==> config.mk <==
export PLATFORM = sky130hd
export DESIGN_NAME = calc_engine
export DESIGN_NICKNAME = d
export VERILOG_FILES = /design/src/rtl/calc_engine.sv
export SDC_FILE = /design/constraint.sdc
export NUM_CORES = 1
export LEC_CHECK = 0
export BUFFER_PORTS_ARGS = -buffer_cell sky130_fd_sc_hd__buf_4
export CAP_MARGIN = 20
export CORE_AREA = 2 2 221 223
export DETAILED_ROUTE_END_ITERATION = 6
export DIE_AREA = 0 0 223 225
export SETUP_SLACK_MARGIN = 0.3
export SLEW_MARGIN = 20
export SYNTH_ARGS = -nofsm -noshare
export SYNTH_HDL_FRONTEND = slang
export SYNTH_SLANG_ARGS = --single-unit
export TNS_END_PERCENT = 5
==> constraint.sdc <==
create_clock -name clk -period 4.7 [get_ports clk]
set_input_delay 0.235 -clock clk [delete_from_list [all_inputs] [get_ports clk]]
set_output_delay 0.235 -clock clk [all_outputs]
set_load 0.02 [all_outputs]
==> src/rtl/calc_engine.sv <==
// Keypad calculator core: debounced keys, two decimal operands, add/sub/iterative mul, packed-BCD display.
// Latency: key to display DEB+2 cycles; add/sub busy 1+W cycles, mul busy 2W cycles, then done pulse.
// Backpressure: none; key presses arriving while busy are dropped, never queued.
module calc_engine #(
    parameter int DIGITS = 4,
    parameter int DEB    = 4
) (
    input  logic                clk,
    input  logic                rst,
    input  logic [11:0]         sw,
    input  logic [1:0]          op_mode,
    output logic [4*DIGITS-1:0] disp,
    output logic                neg,
    output logic                ovf,
    output logic                busy,
    output logic                done,
    output logic [3:0]          led
);

    function automatic longint pow10(input int n);
        longint r;
        r = 1;
        for (int k = 0; k < n; k++) r = r * 10;
        return r;
    endfunction

    localparam longint MAXL = pow10(DIGITS) - 1;
    localparam int W  = $clog2(pow10(DIGITS));
    localparam int BW = 4 * DIGITS;
    localparam int PW = 2 * W;
    localparam int CW = $clog2(DEB + 1);
    localparam int IW = $clog2(W + 1);
    localparam int ND = $clog2(DIGITS + 1);
    localparam logic [PW-1:0] MAXV = PW'(MAXL);

    localparam logic [1:0] OP_ADD = 2'b00;
    localparam logic [1:0] OP_SUB = 2'b01;
    localparam logic [1:0] OP_MUL = 2'b10;
    localparam logic [1:0] OP_CLR = 2'b11;

    typedef enum logic [2:0] {S_ENTA, S_ENTB, S_EXEC, S_CONV, S_DONE} state_t;

    function automatic logic [W-1:0] mac10(input logic [W-1:0] x, input logic [3:0] d);
        return (x << 3) + (x << 1) + W'(d);
    endfunction

    function automatic logic [BW-1:0] dd_adj(input logic [BW-1:0] v);
        logic [BW-1:0] r;
        r = v;
        for (int k = 0; k < DIGITS; k++)
            if (r[4*k +: 4] >= 4'd5) r[4*k +: 4] = r[4*k +: 4] + 4'd3;
        return r;
    endfunction

    // key path
    logic [11:0]   sync1, sync2, cand, last_stable;
    logic [CW-1:0] stab_cnt;
    logic          stable_hit, onehot, key_evt;
    logic          dig_evt, op_evt, eq_evt;
    logic [3:0]    dig_val;

    // datapath
    state_t         state_q, state_d;
    logic [W-1:0]   a, b, conv_bin;
    logic [ND-1:0]  nd;
    logic [1:0]     op_q;
    logic [PW-1:0]  acc, acc_nxt, mcand;
    logic [IW-1:0]  it;
    logic [BW-1:0]  conv_bcd, bcd_nxt;
    logic [BW+W-1:0] dd_wide;
    logic           res_neg, res_ovf;

    // FSM strobes
    logic app_a, app_b, clr_a, clr_all, to_entb, chain, new_a, start_exec;
    logic exec_last, conv_last;

    always_ff @(posedge clk or negedge rst) begin
        if (!rst) begin
            sync1       <= '0;
            sync2       <= '0;
            cand        <= '0;
            stab_cnt    <= '0;
            last_stable <= '0;
        end else begin
            sync1 <= sw;
            sync2 <= sync1;
            if (sync2 != cand) begin
                cand     <= sync2;
                stab_cnt <= '0;
            end else if (stab_cnt != CW'(DEB)) begin
                stab_cnt <= stab_cnt + 1'b1;
            end
            if (stable_hit) last_stable <= sync2;
        end
    end

    // The first differing sample arms the counter; DEB further matches make the value stable.
    assign stable_hit = (sync2 == cand) && (stab_cnt == CW'(DEB - 1));
    assign onehot     = (sync2 != '0) && ((sync2 & (sync2 - 12'd1)) == '0);
    assign key_evt    = stable_hit && onehot && (sync2 != last_stable);
    assign dig_evt    = key_evt && (|sync2[11:2]);
    assign op_evt     = key_evt && sync2[1];
    assign eq_evt     = key_evt && sync2[0];

    always_comb begin
        dig_val = '0;
        for (int i = 2; i < 12; i++)
            if (sync2[i]) dig_val = 4'(11 - i);
    end

    always_comb begin
        case (op_q)
            OP_ADD:  acc_nxt = PW'(a) + PW'(b);
            OP_SUB:  acc_nxt = (a >= b) ? PW'(a - b) : PW'(b - a);
            OP_MUL:  acc_nxt = acc + (b[0] ? mcand : '0);
            default: acc_nxt = '0;
        endcase
    end

    assign dd_wide   = {dd_adj(conv_bcd), conv_bin} << 1;
    assign bcd_nxt   = dd_wide[BW+W-1:W];
    assign exec_last = (state_q == S_EXEC) && ((op_q != OP_MUL) || (it == IW'(W - 1)));
    assign conv_last = (state_q == S_CONV) && (it == IW'(W - 1));

    always_ff @(posedge clk or negedge rst) begin
        if (!rst) state_q <= S_ENTA;
        else      state_q <= state_d;
    end

    always_comb begin
        state_d    = state_q;
        app_a      = 1'b0;
        app_b      = 1'b0;
        clr_a      = 1'b0;
        clr_all    = 1'b0;
        to_entb    = 1'b0;
        chain      = 1'b0;
        new_a      = 1'b0;
        start_exec = 1'b0;
        case (state_q)
            S_ENTA: begin
                if (dig_evt) begin
                    app_a = 1'b1;
                end else if (op_evt) begin
                    if (op_mode == OP_CLR) begin
                        clr_a = 1'b1;
                    end else begin
                        to_entb = 1'b1;
                        state_d = S_ENTB;
                    end
                end
            end
            S_ENTB: begin
                if (dig_evt) begin
                    app_b = 1'b1;
                end else if (eq_evt) begin
                    start_exec = 1'b1;
                    state_d    = S_EXEC;
                end else if (op_evt && op_mode == OP_CLR) begin
                    clr_all = 1'b1;
                    state_d = S_ENTA;
                end
            end
            S_EXEC: if (exec_last) state_d = S_CONV;
            S_CONV: if (conv_last) state_d = S_DONE;
            S_DONE: begin
                if (dig_evt) begin
                    new_a   = 1'b1;
                    state_d = S_ENTA;
                end else if (op_evt) begin
                    if (op_mode == OP_CLR) begin
                        clr_all = 1'b1;
                        state_d = S_ENTA;
                    end else begin
                        to_entb = 1'b1;
                        chain   = 1'b1;
                        state_d = S_ENTB;
                    end
                end
            end
            default: state_d = S_ENTA;
        endcase
    end

    always_ff @(posedge clk or negedge rst) begin
        if (!rst) begin
            a        <= '0;
            b        <= '0;
            nd       <= '0;
            op_q     <= OP_ADD;
            disp     <= '0;
            neg      <= 1'b0;
            ovf      <= 1'b0;
            done     <= 1'b0;
            acc      <= '0;
            mcand    <= '0;
            it       <= '0;
            conv_bin <= '0;
            conv_bcd <= '0;
            res_neg  <= 1'b0;
            res_ovf  <= 1'b0;
        end else begin
            done <= conv_last;
            if ((app_a || app_b) && (nd < ND'(DIGITS))) begin
                if (app_a) a <= mac10(a, dig_val);
                else       b <= mac10(b, dig_val);
                disp <= {disp[BW-5:0], dig_val};
                nd   <= nd + 1'b1;
            end
            if (clr_a || clr_all) begin
                a    <= '0;
                nd   <= '0;
                disp <= '0;
                neg  <= 1'b0;
                ovf  <= 1'b0;
                if (clr_all) b <= '0;
            end
            if (to_entb) begin
                op_q <= op_mode;
                b    <= '0;
                nd   <= '0;
                disp <= '0;
                // A negative or overflowed result cannot seed the next operand.
                if (chain) a <= (neg || ovf) ? '0 : acc[W-1:0];
            end
            if (new_a) begin
                a    <= W'(dig_val);
                nd   <= ND'(1);
                disp <= BW'(dig_val);
                neg  <= 1'b0;
                ovf  <= 1'b0;
            end
            if (start_exec) begin
                acc     <= '0;
                mcand   <= PW'(a);
                it      <= '0;
                res_neg <= (op_q == OP_SUB) && (a < b);
            end
            if (state_q == S_EXEC) begin
                acc <= acc_nxt;
                if (op_q == OP_MUL) begin
                    mcand <= mcand << 1;
                    b     <= b >> 1;
                    it    <= it + 1'b1;
                end
                if (exec_last) begin
                    it       <= '0;
                    res_ovf  <= (acc_nxt > MAXV);
                    conv_bin <= acc_nxt[W-1:0];
                    conv_bcd <= '0;
                end
            end
            if (state_q == S_CONV) begin
                it <= it + 1'b1;
                // Overflowed results still spend W cycles here so busy length is fixed.
                if (!res_ovf) begin
                    conv_bcd <= bcd_nxt;
                    conv_bin <= dd_wide[W-1:0];
                end
                if (conv_last) begin
                    disp <= res_ovf ? '0 : bcd_nxt;
                    neg  <= res_neg;
                    ovf  <= res_ovf;
                end
            end
        end
    end

    assign busy = (state_q == S_EXEC) || (state_q == S_CONV);

    always_comb begin
        case (state_q)
            S_ENTA:  led = 4'b0001;
            S_ENTB:  led = 4'b0010;
            S_DONE:  led = 4'b1000;
            default: led = 4'b0100;
        endcase
    end

endmodule

==> results of run 1 <==
[per-layer routing]
| metal | vias to the layer above | GRT usage, % | wire (um) |
|---|---|---|---|
| li1 | 5837 | - | - |
| met1 | 6011 | 22.7 | 19300 |
| met2 | 315 | 26.5 | 18400 |
| met3 | 44 | 2.61 | 2120 |
| met4 | 0 | 5.00 | 855 |
| met5 | - | 0 | 0 |
[power breakdown]
part	switching [mW]	internal (mW)
Sequential	0.0158	1.72
Clock	0.792	0.728
Combinational	0.0674	0.0388
Total	0.875	2.48
[area by class of cell]
cell class	instances	area [um2]
Fill cell	4830	31500
Multi-Input combinational cell	1260	8550
Sequential cell	198	4950
Timing Repair Buffer	115	907
Tap cell	615	769
Clock buffer	18	439
Inverter	81	304
Clock inverter	14	153
[worst max path at each step]
stage              from  endpoint  slack [ps]  depth (start not counted)
2_1_floorplan  sync2[5]     b[13]         520                         20
3_3_place_gp   sync2[4]     b[13]         240                         19
3_5_place_dp   sync2[4]     b[13]         220                         19
4_1_cts        sync2[4]     b[13]         280                         19
5_1_grt        sync2[4]     b[13]         230                         19
6_report           a[8]   res_ovf         470                         14
[flip-flops by register name, summed over array words and instances (netlist names), 14 cells and up]
signal	cells
acc	28
b	14
conv_bcd	16
disp	16
a	14
mcand	28
conv_bin	14
[metrics by stage]
stage	hold slack, ps	instances
detailed placement	335	2248
global route	350	2301
finish	341	2301
floorplan	-60.6	1641
CTS	347	2296
global placement	332	2248
[layout by cell type (no fill, tap or decap), types with 11 or more instances in the layout]
cell type	count
sky130_fd_sc_hd__xor2_1	43
sky130_fd_sc_hd__a31oi_1	28
sky130_fd_sc_hd__dfrtp_1	198
sky130_fd_sc_hd__o31ai_1	15
sky130_fd_sc_hd__buf_4	99
sky130_fd_sc_hd__nand2b_1	16
sky130_fd_sc_hd__and2_1	40
sky130_fd_sc_hd__nand2_1	192
sky130_fd_sc_hd__nand3_1	37
sky130_fd_sc_hd__dlygate4sd3_1	15
sky130_fd_sc_hd__mux2i_1	27
sky130_fd_sc_hd__o21a_1	12
sky130_fd_sc_hd__nor2_1	142
sky130_fd_sc_hd__nor3_1	25
sky130_fd_sc_hd__mux2_2	17
sky130_fd_sc_hd__ha_1	126
sky130_fd_sc_hd__a21oi_1	106
sky130_fd_sc_hd__xnor2_1	44
sky130_fd_sc_hd__a21o_1	42
sky130_fd_sc_hd__a22oi_1	16
sky130_fd_sc_hd__o22ai_1	21
sky130_fd_sc_hd__o211ai_1	13
sky130_fd_sc_hd__inv_1	81
sky130_fd_sc_hd__clkbuf_16	17
sky130_fd_sc_hd__o21ai_0	105
sky130_fd_sc_hd__o21bai_1	11
[kinds of logic after synthesis]
family                     Yosys count  share of synthesized area, %
xor gates and xnor gates            87                          5.38
buffers and inverters              183                          5.45
AOI/OAI and AO/OA                  469                          21.1
muxes                               44                          3.26
DFF                                198                          35.0
adders and majority gates          136                          12.4
and+or+nand+nor                    524                          17.4
[worst register-to-register path, cell delays in order (launching register included)]
cell                       delay (ps)
sky130_fd_sc_hd__dfrtp_1          520
sky130_fd_sc_hd__inv_1            120
sky130_fd_sc_hd__ha_1             460
sky130_fd_sc_hd__a21oi_1          270
sky130_fd_sc_hd__o21ai_0          230
sky130_fd_sc_hd__a211o_1          440
sky130_fd_sc_hd__a21oi_4          250
sky130_fd_sc_hd__mux2_2           370
sky130_fd_sc_hd__a31oi_1          210
sky130_fd_sc_hd__xnor2_1          110
sky130_fd_sc_hd__a221oi_1         400
sky130_fd_sc_hd__buf_4            210
sky130_fd_sc_hd__nand4b_1         140
sky130_fd_sc_hd__a311oi_1         290
sky130_fd_sc_hd__o21ai_1          100
[what timing repair did]
action	4_1_cts	5_1_grt
hold buffers	15	0
pin swaps	2	4
hold endpoints to repair	102	0
setup buffers	1	5
resized for setup	3	18
setup endpoints to repair	5	10
==> impl.org, run 1 <==
** Run
- Number of maximum-capacitance violations :: 0

** STA
- For the final routed database, the setup TNS stands at 0 ps.
- The final hold violation count is 0.
- Unrepaired setup endpoints after global routing :: true
- Final worst path period need :: about 4200 ps
- Number of slew-limit violations in the final report :: 0
- Static timing analysis puts the maximum clock frequency at about 240 MHz.
- The worst path uses between 90 and 100% of the clock period.
- Max-slew headroom at the worst pin :: between 40 and 50%
- Number of setup violations in the final report :: 0
- The clock arrives with between 15 and 20 ps of skew.
- Worst slew pin tran :: 876 ps
- Setup ws final :: approximately 470 ps

** Floorplan
- The die covers roughly 50,000 um2.
- The die is approximately 220 um wide.
- After floorplanning, the core was sized to cover between 40,000 and 50,000 um2.
- Floorplan die height :: ~230 um
- I/O pin cnt :: 40
- In this run the core area contains 80 standard-cell rows.
- Effective utilization at floorplan :: a little under 30%

** Route
- After detailed routing, the average wire length per cell comes to ~18 um.
- The first routing iteration left 1,240 violations.
- Total wire length after detailed routing :: 40.6 mm
- Iteration count of the initial detailed-routing pass :: 5
- After detailed routing, the number of vias per cell comes to around 5.3.
- Via count of the routed design :: ~12,000
- Routed Antenna Nets :: 0
- In the routed design, unresolved DRC markers number 0.

** Layout
- Cells fill between 30% and 40% of the core in the end.
- With fillers left out, the area of the finished cells amounts to roughly 16,000 um2.
- The final layout contains 1,824 nets.
- ANT cells :: 0
- Fraction of final layout cells with drive strength greater than 1 :: a little under an eighth
- The area growth from synthesis to layout is 13.4%.

** Critical path
- The critical path is of the register to register type.
- Measured in cells, the most critical reg-to-reg path has a length of 14.
- The slowest stage of the critical path is the sky130_fd_sc_hd__dfrtp_1 cell.
- Data on the critical path is required at its endpoint by roughly 5000 ps.
- Delay of the slowest critical-path stage :: between 500 and 600 ps
- Reg-to-reg critical path endpoint :: res_ovf
- The worst register-to-register path has a setup slack of between 400 and 500 ps.
- Along the worst path, the maximum fanout reaches 10.
- Kind of start point of the critical path :: register
- Origin of the critical flop-to-flop path :: a[8]
- Kind of capture point of the worst setup path :: register
- Walking the worst path, the cells encountered are inv_1, ha_1, a21oi_1, o21ai_0, a211o_1, a21oi_4, mux2_2, a31oi_1, xnor2_1, a221oi_1, buf_4, nand4b_1, a311oi_1, o21ai_1.
- Broken down by cell family, the worst path's largest delay share belongs to compound AO/OA/AOI/OAI gates.
- Arr. time, crit path :: about 4600 ps
- WP buf/inv :: 2

** Synth
- After technology mapping, the gate count stands at around 1,600.
- Synthesis inferred approximately 200 register bits.
- Yosys synthesis warning count :: 0
- By instance count, the leading cell after synthesis is sky130_fd_sc_hd__dfrtp_1.
- Most common library cells after synthesis :: sky130_fd_sc_hd__dfrtp_1, sky130_fd_sc_hd__nand2_1, sky130_fd_sc_hd__nor2_1, sky130_fd_sc_hd__ha_1, sky130_fd_sc_hd__a21oi_1
- Average cell area after synthesis :: approximately 8.6 um2
- Top-area cell type share of the netlist area :: around a third
- Largest area contributor in the synthesized netlist :: sky130_fd_sc_hd__dfrtp_1
- Yosys mapped a number of flops with a built-in enable equal to 0.
- Syn_nets :: around 1,800
- Number of library cell types mapped by synthesis :: 77
- Cell types occupying the most area after synthesis :: sky130_fd_sc_hd__dfrtp_1, sky130_fd_sc_hd__ha_1, sky130_fd_sc_hd__nand2_1
- Share of synthesized registers carrying an async set or reset :: 100%
- Among all flip-flop cells after synthesis, the most frequent one is sky130_fd_sc_hd__dfrtp_1.
- Of the synthesized area, sequential elements account for approximately a third.
- Mapped cell area :: roughly 14,000 um2

** Placement
- Final RePlAce weighted congestion :: 0.874
- Timing analysis after detailed placement gives a worst setup slack of 220 ps.
- In this run the cell area measured after placement is 15,200 um2.
- Quantity of I/O buffers inserted on ports :: 39
- Estimated wirelength of the detail-placed design :: 30.3 mm

** GRT
- Number of global-route vias before repair :: 11,900
- Entering global routing, the biggest net connects slightly above 90 pins.
- The number of antenna violations at the first check in global routing came to 0.
- Overall routing resource usage :: between 15 and 20%
- Global-route wire length before repair :: around 66 mm
- Total congestion overflow after global routing :: 0

** Worst hold path
- Depth of the worst hold-timing path :: 0
- The worst hold path terminates at sync2[8].
- The worst hold path begins at sync1[8].
- The worst hold path belongs to the class register to register.

** Clock network
- The clock drives between 150 and 200 sinks.
- TritonCTS created 17 clock buffers.
- Depth of the CTS H-tree :: 4
- CTS clock-pin slew for the worst setup and hold paths :: 80 ps
- CTS tree :: yes
- Root Buffer :: sky130_fd_sc_hd__clkbuf_16
- No sink is reached through more buffers than the 2 on the longest clock path.
- Clock latency at the later pin of the worst-skew pair :: 470 ps

** Power
- IR drop worst, VDD :: between 0.00015 and 0.0002 V
- For this design the static power due to leakage is around 7.5 nW.
- Total power of the final layout :: ~3.4 mW
- Power per standard cell area :: 209 nW/um2

** Outcome
- The flow ran to the end, and the final reports show no timing, DRC or antenna violations.
No activity file was read; power rests on OpenSTA's default activity.
==> inputs of run 2 (changes only) <==
==> constraint.sdc (replaced) <==
create_clock -name clk -period 4.7 [get_ports clk]
set_input_delay 0.47 -clock clk [delete_from_list [all_inputs] [get_ports clk]]
set_output_delay 0.47 -clock clk [all_outputs]
set_load 0.02 [all_outputs]
==> impl.org, run 2 (synthesis results as in run 1) <==
** Clock network
- # hold bufs at CTS :: 0
- TritonCTS built the clock tree.
- Counting along the longest clock path gives a buffer depth of 2.
- Depth of the CTS H-tree :: 4
- CTS clock-pin slew for the worst setup and hold paths :: about 80 ps
- The number of clock buffers added by TritonCTS is 17.
- Clock Sinks :: approximately 200
- Setup repair bufs after CTS :: 0
- For the worst-skew pair, the clock arrives at the later sink with an insertion delay of approximately 460 ps.
- Clock tree synthesis selected as its root buffer the cell sky130_fd_sc_hd__clkbuf_16.

** STA
- Final worst path period need :: ~4200 ps
- Based on the critical path, the design can be clocked at up to roughly 240 MHz.
- Worst slew pin tran :: slightly below 1000 ps
- After layout, the worst setup slack is approximately 450 ps.
- Number of setup violations in the final report :: 0
- Dividing the final minimum period by the clock period gives between 90% and 100%.
- Setup repair after global routing could not meet its margin everywhere.
- Endpoints failing hold :: 0
- On the final layout, the worst clock skew is between 10 and 15 ps.
- The worst pin sits at a relative slew slack of between 30% and 40%.
- Total negative slack for setup checks :: 0 ps
- Number of slew-limit violations in the final report :: 0

** Placement
- Routability-driven placement finished with a final weighted congestion of 0.910.
- Once placement completed, the tool counted placed cells totaling around 2,200.
- Once detailed placement completed, the half-perimeter wirelength came to between 30 and 40 mm.
- The count of buffers added on input and output ports is 39.
- Before CTS, the worst setup slack after placement is a little under 200 ps.

** Critical path
- Critical path required time :: approximately 5000 ps
- STA classifies the critical path endpoint as a register.
- The worst register-to-register path has a depth of 18.
- CP Cell Sequence :: or4_1, nor3_2, nand2_1, nor2_1, inv_1, fa_1, fa_1, nor2b_2, o21ai_0, a21boi_1, o21ai_1, a21boi_1, o21ai_0, a21boi_1, o21a_1, or3_1, a31oi_1, o22ai_1
- WS Path Type :: register to register
- Along the worst path, the maximum fanout reaches 2.
- Arr. time, crit path :: around 4600 ps
- Kind of cell with the highest combined delay on the critical path :: compound AO/OA/AOI/OAI gates
- STA classifies the critical path startpoint as a register.
- Most frequent CP cell :: sky130_fd_sc_hd__a21boi_1
- WP buf/inv :: 1
- Counting buffers and inverters, the worst setup path is 18 cells deep.
- Critical-path cell with the highest stage delay :: sky130_fd_sc_hd__or4_1
- In this design, the stage delay of the slowest critical-path cell is 570 ps.

** Run
- Max-cap violations in this run came to 0.

** Route
- Via count of the routed design :: roughly 12,000
- After detailed routing, the total wire length is between 40 and 50 mm.
- Iteration count of the initial detailed-routing pass :: 5
- Routed Antenna Nets :: 0
- Average vias per placed instance :: 5.35
- Routed wire per std cell :: roughly 18 um
- Residual DRC :: 0
- Number of design-rule violations left by the first detailed-router iteration :: around 1,100

** Layout
- The library cell used most frequently in the layout, excluding fill and tap cells, is sky130_fd_sc_hd__dfrtp_1.
- Number of inserted filler cells in the final layout :: 4,903
- Fraction of final layout cells with drive strength greater than 1 :: 11.1%
- Post-Route Utilization :: between 30 and 40%
- Registers with the highest flip-flop counts :: acc x28, mcand x28
- Number of standard cells in the final layout excluding fillers :: about 2,300
- The number of antenna diodes in the final layout is 0.
- Layout overhead on the synthesized area :: 11.9%
- Highest-count cells in the layout ignoring fill and taps :: sky130_fd_sc_hd__dfrtp_1, sky130_fd_sc_hd__nand2_1, sky130_fd_sc_hd__nor2_1
- After the last flow step, the layout net total stands at between 1,500 and 2,000.

** Floorplan
- Width of the chip :: between 200 and 250 um
- The floorplan step defined a die boundary enclosing between 50,000 and 60,000 um2.
- The floorplan has 80 rows.
- I/O pin cnt :: 40
- Effective utilization at floorplan :: about 30%
- The die is approximately 230 um tall.
- In this run the standard cell core region covers 47,500 um2.

** Power
- Clk pwr share :: a little under half
- In this run, flip-flops and latches consume between 50% and 60% of the power.
- Net load switching power :: roughly 860 uW
- Combinational cells account for 2.9% of the total power.
- Power per standard cell area :: approximately 210 nW/um2
- IR drop worst, VDD :: roughly 0.00023 V
- Fraction of power spent switching nets :: approximately 26%
- Total power of the final layout :: roughly 3.4 mW
- The internal portion of the total power is around 2.5 mW.
- Summed over all cells, the static leakage comes to 7.40 nW.

** Outcome
- The flow ran to the end, and the final reports show no timing, DRC or antenna violations.

** GRT
- Antenna violations before repair :: 1
- Global-route wire length before repair :: about 66 mm
- Number of global-route vias before repair :: 12,000
- The total overflow left after global routing is 0.
- Maximum number of pins on one net before global-route repair :: 100
- Overall routing resource usage :: 16.6%

** Worst hold path
- In this run the worst hold path is classified as input port to async pin.
[run 2: changes by cell type in the layout (fill, tap and decap cells not counted), sizes merged]
cell | before | now
buf | 99 | 94
bufinv | 0 | 1
clkbuf | 19 | 18
clkinv | 7 | 3
clkinvlp | 0 | 3
dlygate4sd3 | 15 | 0
[run 2: area by class of cell]
| cell class | instances | area (um2) | area share, % |
|---|---|---|---|
| clock buffer | 17 | 425 | 2.68 |
| clock inverter | 14 | 163 | 1.03 |
| inverter | 81 | 304 | 1.92 |
| multi-input combinational | 1260 | 8530 | 53.8 |
| sequential | 198 | 4960 | 31.2 |
| tap | 615 | 769 | 4.85 |
| timing repair buffer | 95 | 719 | 4.53 |
[run 2: power by group through the flow]
stage,clock network [mW],registers [mW],logic [mW]
finish,1.53,1.73,0.0970
global route,1.62,1.74,0.111
CTS,1.56,1.73,0.100
detailed placement,0,1.77,0.0996
global placement,0,1.77,0.0984
floorplan,0,1.76,0.0534
[run 2: routing by layer]
layer | global-route usage [%] | share of wire (%)
met2 | 27.4 | 46
met5 | 0 | 0.032
met4 | 3.81 | 1.4
met3 | 2.61 | 5.3
met1 | 22.7 | 47
[run 2: path summary, 6_finish.rpt]
kind                       slack (ps)      from   endpoint
setup / recovery                  450  sync2[4]      b[12]
hold / removal                    100       rst  sync1[11]
setup reg to reg                  450  sync2[4]      b[12]
hold reg to reg                   350  sync1[7]   sync2[7]
max in group asynchronous        3370       rst   mcand[3]
min in group clk                  110     sw[1]   sync1[1]
[run 2: metrics by stage]
stage,hold WS [ps],cell area [um2]
global placement,332,15200
floorplan,174,14200
finish,103,15900
CTS,87.7,15800
detailed placement,335,15200
global route,92.8,15900
[run 2: repair_timing]
action	in CTS	in global routing
gates resized for setup	5	14
setup endpoints to repair	5	11
pin swaps	0	5
[run 2: worst reg2reg max path, cell delays in order (launching register included)]
cell	delay (ps)
sky130_fd_sc_hd__dfrtp_1	380
sky130_fd_sc_hd__or4_1	570
sky130_fd_sc_hd__nor3_2	170
sky130_fd_sc_hd__nand2_1	110
sky130_fd_sc_hd__nor2_1	160
sky130_fd_sc_hd__inv_1	100
sky130_fd_sc_hd__fa_1	560
sky130_fd_sc_hd__fa_1	260
sky130_fd_sc_hd__nor2b_2	70
sky130_fd_sc_hd__o21ai_0	210
sky130_fd_sc_hd__a21boi_1	120
sky130_fd_sc_hd__o21ai_1	170
sky130_fd_sc_hd__a21boi_1	100
sky130_fd_sc_hd__o21ai_0	220
sky130_fd_sc_hd__a21boi_1	120
sky130_fd_sc_hd__o21a_1	190
sky130_fd_sc_hd__or3_1	310
sky130_fd_sc_hd__a31oi_1	190
sky130_fd_sc_hd__o22ai_1	90
